--- src/rtl/cp0_regfile.sv ---
// MIPS-style CP0 register file: MFC0/MTC0 access, exception/ERET bookkeeping,
// free-running Count/Compare timer and interrupt pending/mask outputs.
module cp0_regfile #(
  parameter logic [31:0] EBASE_RST = 32'h8000_0000,
  parameter logic [31:0] PRID      = 32'h0001_8000
) (
  input  logic        clk,
  input  logic        resetn,
  input  logic        we,
  input  logic [4:0]  waddr,
  input  logic [2:0]  wsel,
  input  logic [31:0] wdata,
  input  logic [4:0]  raddr,
  input  logic [2:0]  rsel,
  output logic [31:0] rdata,
  input  logic        exc_we,
  input  logic [4:0]  exc_code,
  input  logic [31:0] exc_epc,
  input  logic        exc_bd,
  input  logic        badvaddr_we,
  input  logic [31:0] badvaddr_in,
  input  logic        clear_exl,
  input  logic [5:0]  hw_int,
  output logic [31:0] epc_out,
  output logic [31:0] ebase_out,
  output logic        sr_exl,
  output logic        sr_bev,
  output logic        cause_iv,
  output logic        allow_int,
  output logic [7:0]  interrupt_flag,
  output logic        timer_int
);

  // {register number, select} codes of the implemented registers
  typedef enum logic [7:0] {
    REG_BADVADDR = 8'h40,
    REG_COUNT    = 8'h48,
    REG_COMPARE  = 8'h58,
    REG_STATUS   = 8'h60,
    REG_CAUSE    = 8'h68,
    REG_EPC      = 8'h70,
    REG_PRID     = 8'h78,
    REG_EBASE    = 8'h79
  } cp0_reg_e;

  logic        st_bev;
  logic [7:0]  st_im;
  logic        st_exl;
  logic        st_ie;

  logic        ca_bd;
  logic        ca_ti;
  logic        ca_iv;
  logic [5:0]  ca_ip_hw;
  logic [1:0]  ca_ip_sw;
  logic [4:0]  ca_exc_code;

  logic [31:0] epc_r;
  logic [31:0] badvaddr_r;
  logic [31:0] count_r;
  logic [31:0] compare_r;
  logic        phase_r;
  logic [17:0] ebase_r;

  logic [7:0]  wreg;
  logic [7:0]  rreg;
  logic        wr_status;
  logic        wr_cause;
  logic        wr_epc;
  logic        wr_count;
  logic        wr_compare;
  logic        wr_ebase;

  logic [31:0] status_word;
  logic [31:0] cause_word;
  logic [31:0] ebase_word;

  assign wreg = {waddr, wsel};
  assign rreg = {raddr, rsel};

  always_comb begin
    wr_status  = 1'b0;
    wr_cause   = 1'b0;
    wr_epc     = 1'b0;
    wr_count   = 1'b0;
    wr_compare = 1'b0;
    wr_ebase   = 1'b0;
    if (we) begin
      case (wreg)
        REG_STATUS:  wr_status  = 1'b1;
        REG_CAUSE:   wr_cause   = 1'b1;
        REG_EPC:     wr_epc     = 1'b1;
        REG_COUNT:   wr_count   = 1'b1;
        REG_COMPARE: wr_compare = 1'b1;
        REG_EBASE:   wr_ebase   = 1'b1;
        default: ;
      endcase
    end
  end

  // Status: EXL ownership is exception commit, then ERET, then MTC0
  always_ff @(posedge clk or negedge resetn) begin
    if (!resetn) begin
      st_bev <= 1'b1;
      st_im  <= '0;
      st_exl <= 1'b0;
      st_ie  <= 1'b0;
    end else begin
      if (wr_status) begin
        st_bev <= wdata[22];
        st_im  <= wdata[15:8];
        st_ie  <= wdata[0];
      end
      if (exc_we)
        st_exl <= 1'b1;
      else if (clear_exl)
        st_exl <= 1'b0;
      else if (wr_status)
        st_exl <= wdata[1];
    end
  end

  // Cause, EPC and BadVAddr; a nested exception (EXL already set) keeps EPC/BD
  always_ff @(posedge clk or negedge resetn) begin
    if (!resetn) begin
      ca_bd       <= 1'b0;
      ca_iv       <= 1'b0;
      ca_ip_hw    <= '0;
      ca_ip_sw    <= '0;
      ca_exc_code <= '0;
      epc_r       <= '0;
      badvaddr_r  <= '0;
    end else begin
      ca_ip_hw <= {hw_int[5] | ca_ti, hw_int[4:0]};
      if (wr_cause) begin
        ca_iv    <= wdata[23];
        ca_ip_sw <= wdata[9:8];
      end
      if (exc_we) begin
        ca_exc_code <= exc_code;
        if (!st_exl) begin
          epc_r <= exc_epc;
          ca_bd <= exc_bd;
        end
      end else if (wr_epc) begin
        epc_r <= wdata;
      end
      if (badvaddr_we)
        badvaddr_r <= badvaddr_in;
    end
  end

  // Timer: Count advances on odd phases; an MTC0 Count replaces that cycle's step
  always_ff @(posedge clk or negedge resetn) begin
    if (!resetn) begin
      count_r   <= '0;
      compare_r <= '0;
      phase_r   <= 1'b0;
      ca_ti     <= 1'b0;
    end else begin
      phase_r <= ~phase_r;
      if (wr_count)
        count_r <= wdata;
      else if (phase_r)
        count_r <= count_r + 32'd1;
      if (wr_compare)
        compare_r <= wdata;
      if (wr_compare)
        ca_ti <= 1'b0;
      else if (count_r == compare_r)
        ca_ti <= 1'b1;
    end
  end

  always_ff @(posedge clk or negedge resetn) begin
    if (!resetn)
      ebase_r <= EBASE_RST[29:12];
    else if (wr_ebase)
      ebase_r <= wdata[29:12];
  end

  assign status_word = {9'b0, st_bev, 6'b0, st_im, 6'b0, st_exl, st_ie};
  assign cause_word  = {ca_bd, ca_ti, 6'b0, ca_iv, 7'b0, ca_ip_hw, ca_ip_sw,
                        1'b0, ca_exc_code, 2'b0};
  assign ebase_word  = {2'b10, ebase_r, 12'h000};

  always_comb begin
    rdata = '0;
    case (rreg)
      REG_BADVADDR: rdata = badvaddr_r;
      REG_COUNT:    rdata = count_r;
      REG_COMPARE:  rdata = compare_r;
      REG_STATUS:   rdata = status_word;
      REG_CAUSE:    rdata = cause_word;
      REG_EPC:      rdata = epc_r;
      REG_PRID:     rdata = PRID;
      REG_EBASE:    rdata = ebase_word;
      default:      rdata = '0;
    endcase
  end

  assign epc_out        = epc_r;
  assign ebase_out      = ebase_word;
  assign sr_exl         = st_exl;
  assign sr_bev         = st_bev;
  assign cause_iv       = ca_iv;
  assign allow_int      = st_ie & ~st_exl;
  assign interrupt_flag = {ca_ip_hw, ca_ip_sw} & st_im;
  assign timer_int      = ca_ti;

endmodule

--- config.mk ---
export PLATFORM = sky130hd
export DESIGN_NAME = cp0_regfile
export DESIGN_NICKNAME = d
export VERILOG_FILES = /design/src/rtl/cp0_regfile.sv
export SDC_FILE = /design/constraint.sdc
export NUM_CORES = 1
export LEC_CHECK = 0
export ABC_AREA = 1
export CAP_MARGIN = 40
export CORE_ASPECT_RATIO = 1.1
export CORE_MARGIN = 2
export CORE_UTILIZATION = 25
export DETAILED_ROUTE_END_ITERATION = 7
export PLACE_DENSITY_LB_ADDON = 0.05
export REMOVE_ABC_BUFFERS = 1
export SYNTH_ARGS = -nofsm -noshare
export SYNTH_HDL_FRONTEND = slang
export SYNTH_SLANG_ARGS = --single-unit
--- constraint.sdc ---
create_clock -name clk -period 2.4 [get_ports clk]
set_input_delay 0.48 -clock clk [delete_from_list [all_inputs] [get_ports clk]]
set_output_delay 0.48 -clock clk [all_outputs]
set_load 0.02 [all_outputs]
### Word level (Yosys, flattened, before mapping)

Cells that the tools add are included.

| word-level totals | value |
|---|---|
| register bits after elaboration | 174 |
| word-level logic and storage cells | 67 |
| output and inout port bits | 109 |
| input port bits | 130 |

| operators by class | value |
|---|---|
| eq/ne operators | 16 |
| bitwise logic cells | 5 |
| reductions and logical operators | 6 |
| multiplexer cells | 23 |
| add/sub/neg operators | 1 |

Operator list:

| cell | number |
|---|---|
| $pmux W32 S8 | 1 |
| $mux W32 | 5 |
| $eq A8 B7 Y1 const B | 14 |
| $add A32 B1 Y32 const B | 1 |
| $eq A32 B32 Y1 | 1 |
| $mux W1 | 17 |
| $and A8 B8 Y8 | 1 |
| $reduce_bool A2 Y1 | 3 |
| $reduce_and A2 Y1 | 2 |
| $reduce_bool A3 Y1 | 1 |
| $ne A2 B2 Y1 const B | 1 |
| $not A1 Y1 | 2 |
| $and A1 B1 Y1 | 1 |
| $or A1 B1 Y1 | 1 |

### Logic depth before layout (Yosys ltp)

| depth | value |
|---|---|
| depth in word-level cells | 6 |
| depth in mapped cells | 11 |
| depth with buffers taken out | 11 |

### Worst setup path after synthesis

No wires, ideal clock.

| timing | value |
|---|---|
| path type | input-to-output |
| from | input port rsel[1] |
| to | output port rdata[7] |
| stages on the path | 6 |
| path buffers | 1 |
| required time | 1.920 ns |
| arrival | 1.632 ns |
| path slack | 0.288 ns |
| cell sequence | nor2_2 -> nand2_1 -> nor2_2 -> nand2_2 -> buf_2 -> o2111ai_1 |

| on the way | value |
|---|---|
| longest elaborated chain between the ends | 2 |
| elaborated cells on any way between the ends | 9 |
| those cells by class | eq/ne: 8; mux: 1 |

RTL lines:

| what | line | text |
|---|---|---|
| start, declared | 14 | `input logic [2:0] rsel,` |
| $eq A8 B7 Y1 | 189 | `case (rreg)` |
| $pmux W32 S8 * | 189 |  |
| end, declared | 15 | `output logic [31:0] rdata,` |

Every way passes the cells marked *; elsewhere a longest branch is shown, timed or not.

### Final worst setup path

| timing | value |
|---|---|
| from | input port raddr[4] |
| to | output port rdata[26] |

| on the way | value |
|---|---|
| longest elaborated chain between the ends | 2 |
| elaborated cells on any way between the ends | 9 |
| those cells by class | eq/ne: 8; mux: 1 |

RTL lines:

| what | line | text |
|---|---|---|
| start, declared | 13 | `input logic [4:0] raddr,` |
| $eq A8 B7 Y1 | 189 |  |
| $pmux W32 S8 * | 189 |  |

Marked as above.

==> flow_metrics.py <==
metrics = {
    "clock_tree": {
        "clk_pin_slew_ns": 0.07,
        "cts_buffers": 17,
        "htreeDepth": 4,
        "numClockSinks": 174,
        "insertion_delay_ns": 0.44,
        "cts_tree": "done",
        "root_buffer": "clkbuf_16",
        "cts_max_path_buffers": 2,
    },
    "worst_setup_path": {
        "path_max_fanout": 4,
        "worst_setup_path_end_kind": "output pin",
        "worst_r2r_endpoint": "count_r[28]",
        "start_kind": "primary input",
        "timing.rr.start": "count_r[0]",
        "r2r_slack_ns": 0.50,
        "arrival_ns": 1.89,
        "ff2ff_path_depth": 10,
        "worst-setup-path-type": "primary input to output pin",
        "required_ns": 1.92,
    },
    "grt": {
        "grt_overflow": 0,
        "antenna_found_initial": 0,
        "grt_pass1_vias": 9727,
        "grt_usage_pct": 19.2,
        "grt_max_degree": 50,
        "grt_pass1_wl_microns": 58100,
    },
    "synth": {
        "seq_area_frac_synth_pct": 44.9,
        "synth.most_common_cell": "nand2_1",
        "synth_edf_count": 0,
        "synth_area_sq_um": 9700,
        "syn_area_per_cell_sq_um": 7.30,
        "synth_common_cells": "nand2_1, inv_1, dfrtp_1",
        "synth_warnings": 0,
        "synth_top_area_share_pct": 44.6,
        "synthFlopType": "dfrtp_1",
        "netlist_instances": 1329,
        "ys_top_cells_by_area": "dfrtp_1, nand2_1, inv_1, o21ai_0, nand3_1",
        "async_flop_share_pct": 100,
        "yosysTopAreaCell": "dfrtp_1",
        "synth_seq_cells": 174,
        "ys_types": 37,
    },
    "floorplan": {
        "core_area_sq_um": 38200,
        "die_x_microns": 192,
        "die_h_microns": 211,
        "io_pins": 239,
        "fp-row-count": 75,
        "die-area_sq_um": 40400,
        "start_util_pct": 25.4,
    },
    "drt": {
        "final_antenna_net_count": 0,
        "vias": 9387,
        "wirelength_microns": 38300,
        "drtIter0Drc": 442,
        "drt_pre_antenna_iters": 7,
        "remaining_drc_errors": 0,
        "routedWlPerCell_microns": 18.3,
        "via_per_inst": 4.48,
    },
    "power_and_ir_drop": {
        "p_leak_uw": 0.00632,
        "ir_worst_vdd_mv": 0.486,
        "p_per_area_nw_per_um2": 585,
    },
    "timing": {
        "hold_viol_final": 0,
        "relSlewSlack_pct": 61.0,
        "fmax_ghz": 0.422,
        "fin_setup_tns_ns": 0,
        "fin_worst_skew_ns": 0.0121,
        "rsz0062_at_grt": "yes",
        "finalCritPeriodShare_pct": 98.8,
        "finalSetupViolations": 0,
        "period_needed_ns": 2.37,
        "worst_slew_pin_slew_ns": 0.584,
        "slew_violations": 0,
        "postLayoutSetupSlackWorst_ns": 0.0294,
    },
    "final_layout": {
        "area_growth_pct": 40.3,
        "final_cells": 2097,
        "nets": 1715,
        "diodes": 0,
        "drive_gt1_share_pct": 12.6,
        "fin_util_pct": 35.7,
    },
    "placement": {
        "post-dp-hpwl_microns": 29100,
        "dp.cells": 2055,
        "gp_congestion": 0.833,
        "post-place-ws_ns": -0.908,
        "portBuffers": 224,
    },
    "status": {
        "status": "finished, final reports clean",
    },
    "min_path": {
        "min_path_type": "primary input to register",
        "min_to": "badvaddr_r[18]",
        "hp-start": "badvaddr_we",
        "whs_path_depth": 3,
    },
    "flow_run": {
        "drv_cap": 0,
    },
}
metrics by stage:
| step | hold slack [ns] | total power (uW) | area [sq um] |
|---|---|---|---|
| 4_1_cts | 0.471 | 8080 | 13400 |
| 3_3_place_gp | 0.467 | 5240 | 12900 |
| 2_1_floorplan | 0.184 | 4290 | 9390 |
| 3_5_place_dp | 0.474 | 5240 | 12900 |
| 5_1_grt | 0.482 | 8390 | 13600 |
| 6_report | 0.489 | 7960 | 13600 |
layer usage:
| layer | global-route usage, % | vias up | share of wire (%) |
|---|---|---|---|
| met1 | 25.0 | 4416 | 45 |
| li1 | - | 4740 | - |
| met2 | 33.2 | 197 | 49 |
| met5 | 0 | - | 0 |
| met4 | 4.59 | 0 | 1.6 |
| met3 | 2.92 | 34 | 3.8 |
cell type report:
cell class | instances | area [sq um]
clock buffers | 19 | 443
clock inverters | 13 | 116
fillers | 4077 | 24600
inverters | 191 | 724
multi-input cells | 905 | 4460
flip-flops and latches | 174 | 4360
well taps | 500 | 626
repair buffers | 295 | 2890
cells by family (layout without fill, tap and decap cells):
kind of cell / count (synthesis) / in the layout / share of synthesized area [%]
and+or+nand+nor: 580 / 580 / 24.9
AOI/OAI and AO/OA: 272 / 272 / 15.5
buffers and inverters: 262 / 518 / 11.1
DFF: 174 / 174 / 44.9
xor gates and xnor gates: 37 / 37 / 3.34
other: 2 / 14 / 0.0774
adders and majority gates: 1 / 1 / 0.129
muxes: 1 / 1 / 0.116
critical path, cell delays in order:
cell and delay (ns):
buf_8 0.10, inv_6 0.05, nand2_8 0.06, buf_6 0.14
nor4_4 0.37, buf_6 0.19, buf_6 0.12, nand2_2 0.04
nand2_1 0.05, inv_1 0.03, nand3b_1 0.12, buf_6 0.13
power breakdown:
group | switching, uW | total, uW | internal, uW | leakage [uW]
logic | 922 | 1670 | 748 | 0.00391
registers | 277 | 3510 | 3230 | 0.00214
clock network | 1320 | 2780 | 1460 | 0.000270
sequential cells by signal (all words and copies together) (netlist names):
name and count:
badvaddr_r 32, ca_bd 1, ca_exc_code 5, ca_ip_hw 6, ca_ip_sw 2, cause_iv 1, compare_r 32, count_r 32
ebase_r 18, epc_out 32, phase_r 1, sr_bev 1, sr_exl 1, st_ie 1, st_im 8, timer_int 1
worst max path at each step:
stage	start	to	slack [ns]
4_1_cts	raddr[0]	rdata[21]	0.001
2_1_floorplan	raddr[4]	rdata[5]	-0.51
5_1_grt	raddr[4]	rdata[26]	-0.05
3_3_place_gp	rsel[1]	rdata[30]	-0.91
3_5_place_dp	rsel[1]	rdata[30]	-0.91
6_report	raddr[4]	rdata[26]	0.03
placed cells by master (no fill, tap or decap), types with 15 or more instances in the layout:
cell and n:
a21oi_1 29, buf_2 15, buf_4 63, buf_6 15
clkbuf_16 18, clkdlybuf4s50_1 182, dfrtp_1 173, inv_1 174
nand2_1 353, nand3_1 79, nor2_1 101, o211ai_1 17
o21ai_0 94, o21ai_1 69, o22ai_1 43, xnor2_1 23
repair_timing:
| action | CTS | global route |
|---|---|---|
| setup endpoints to repair | 32 | 31 |
| buffers inserted | 5 | 3 |
| hold buffers | 1 | 0 |
| pin swaps | 5 | 7 |
| endpoints found under the hold margin | 3 | 0 |
| cloned | 0 | 1 |
| resized for setup | 180 | 44 |
No activity file was read; power rests on OpenSTA's default activity.
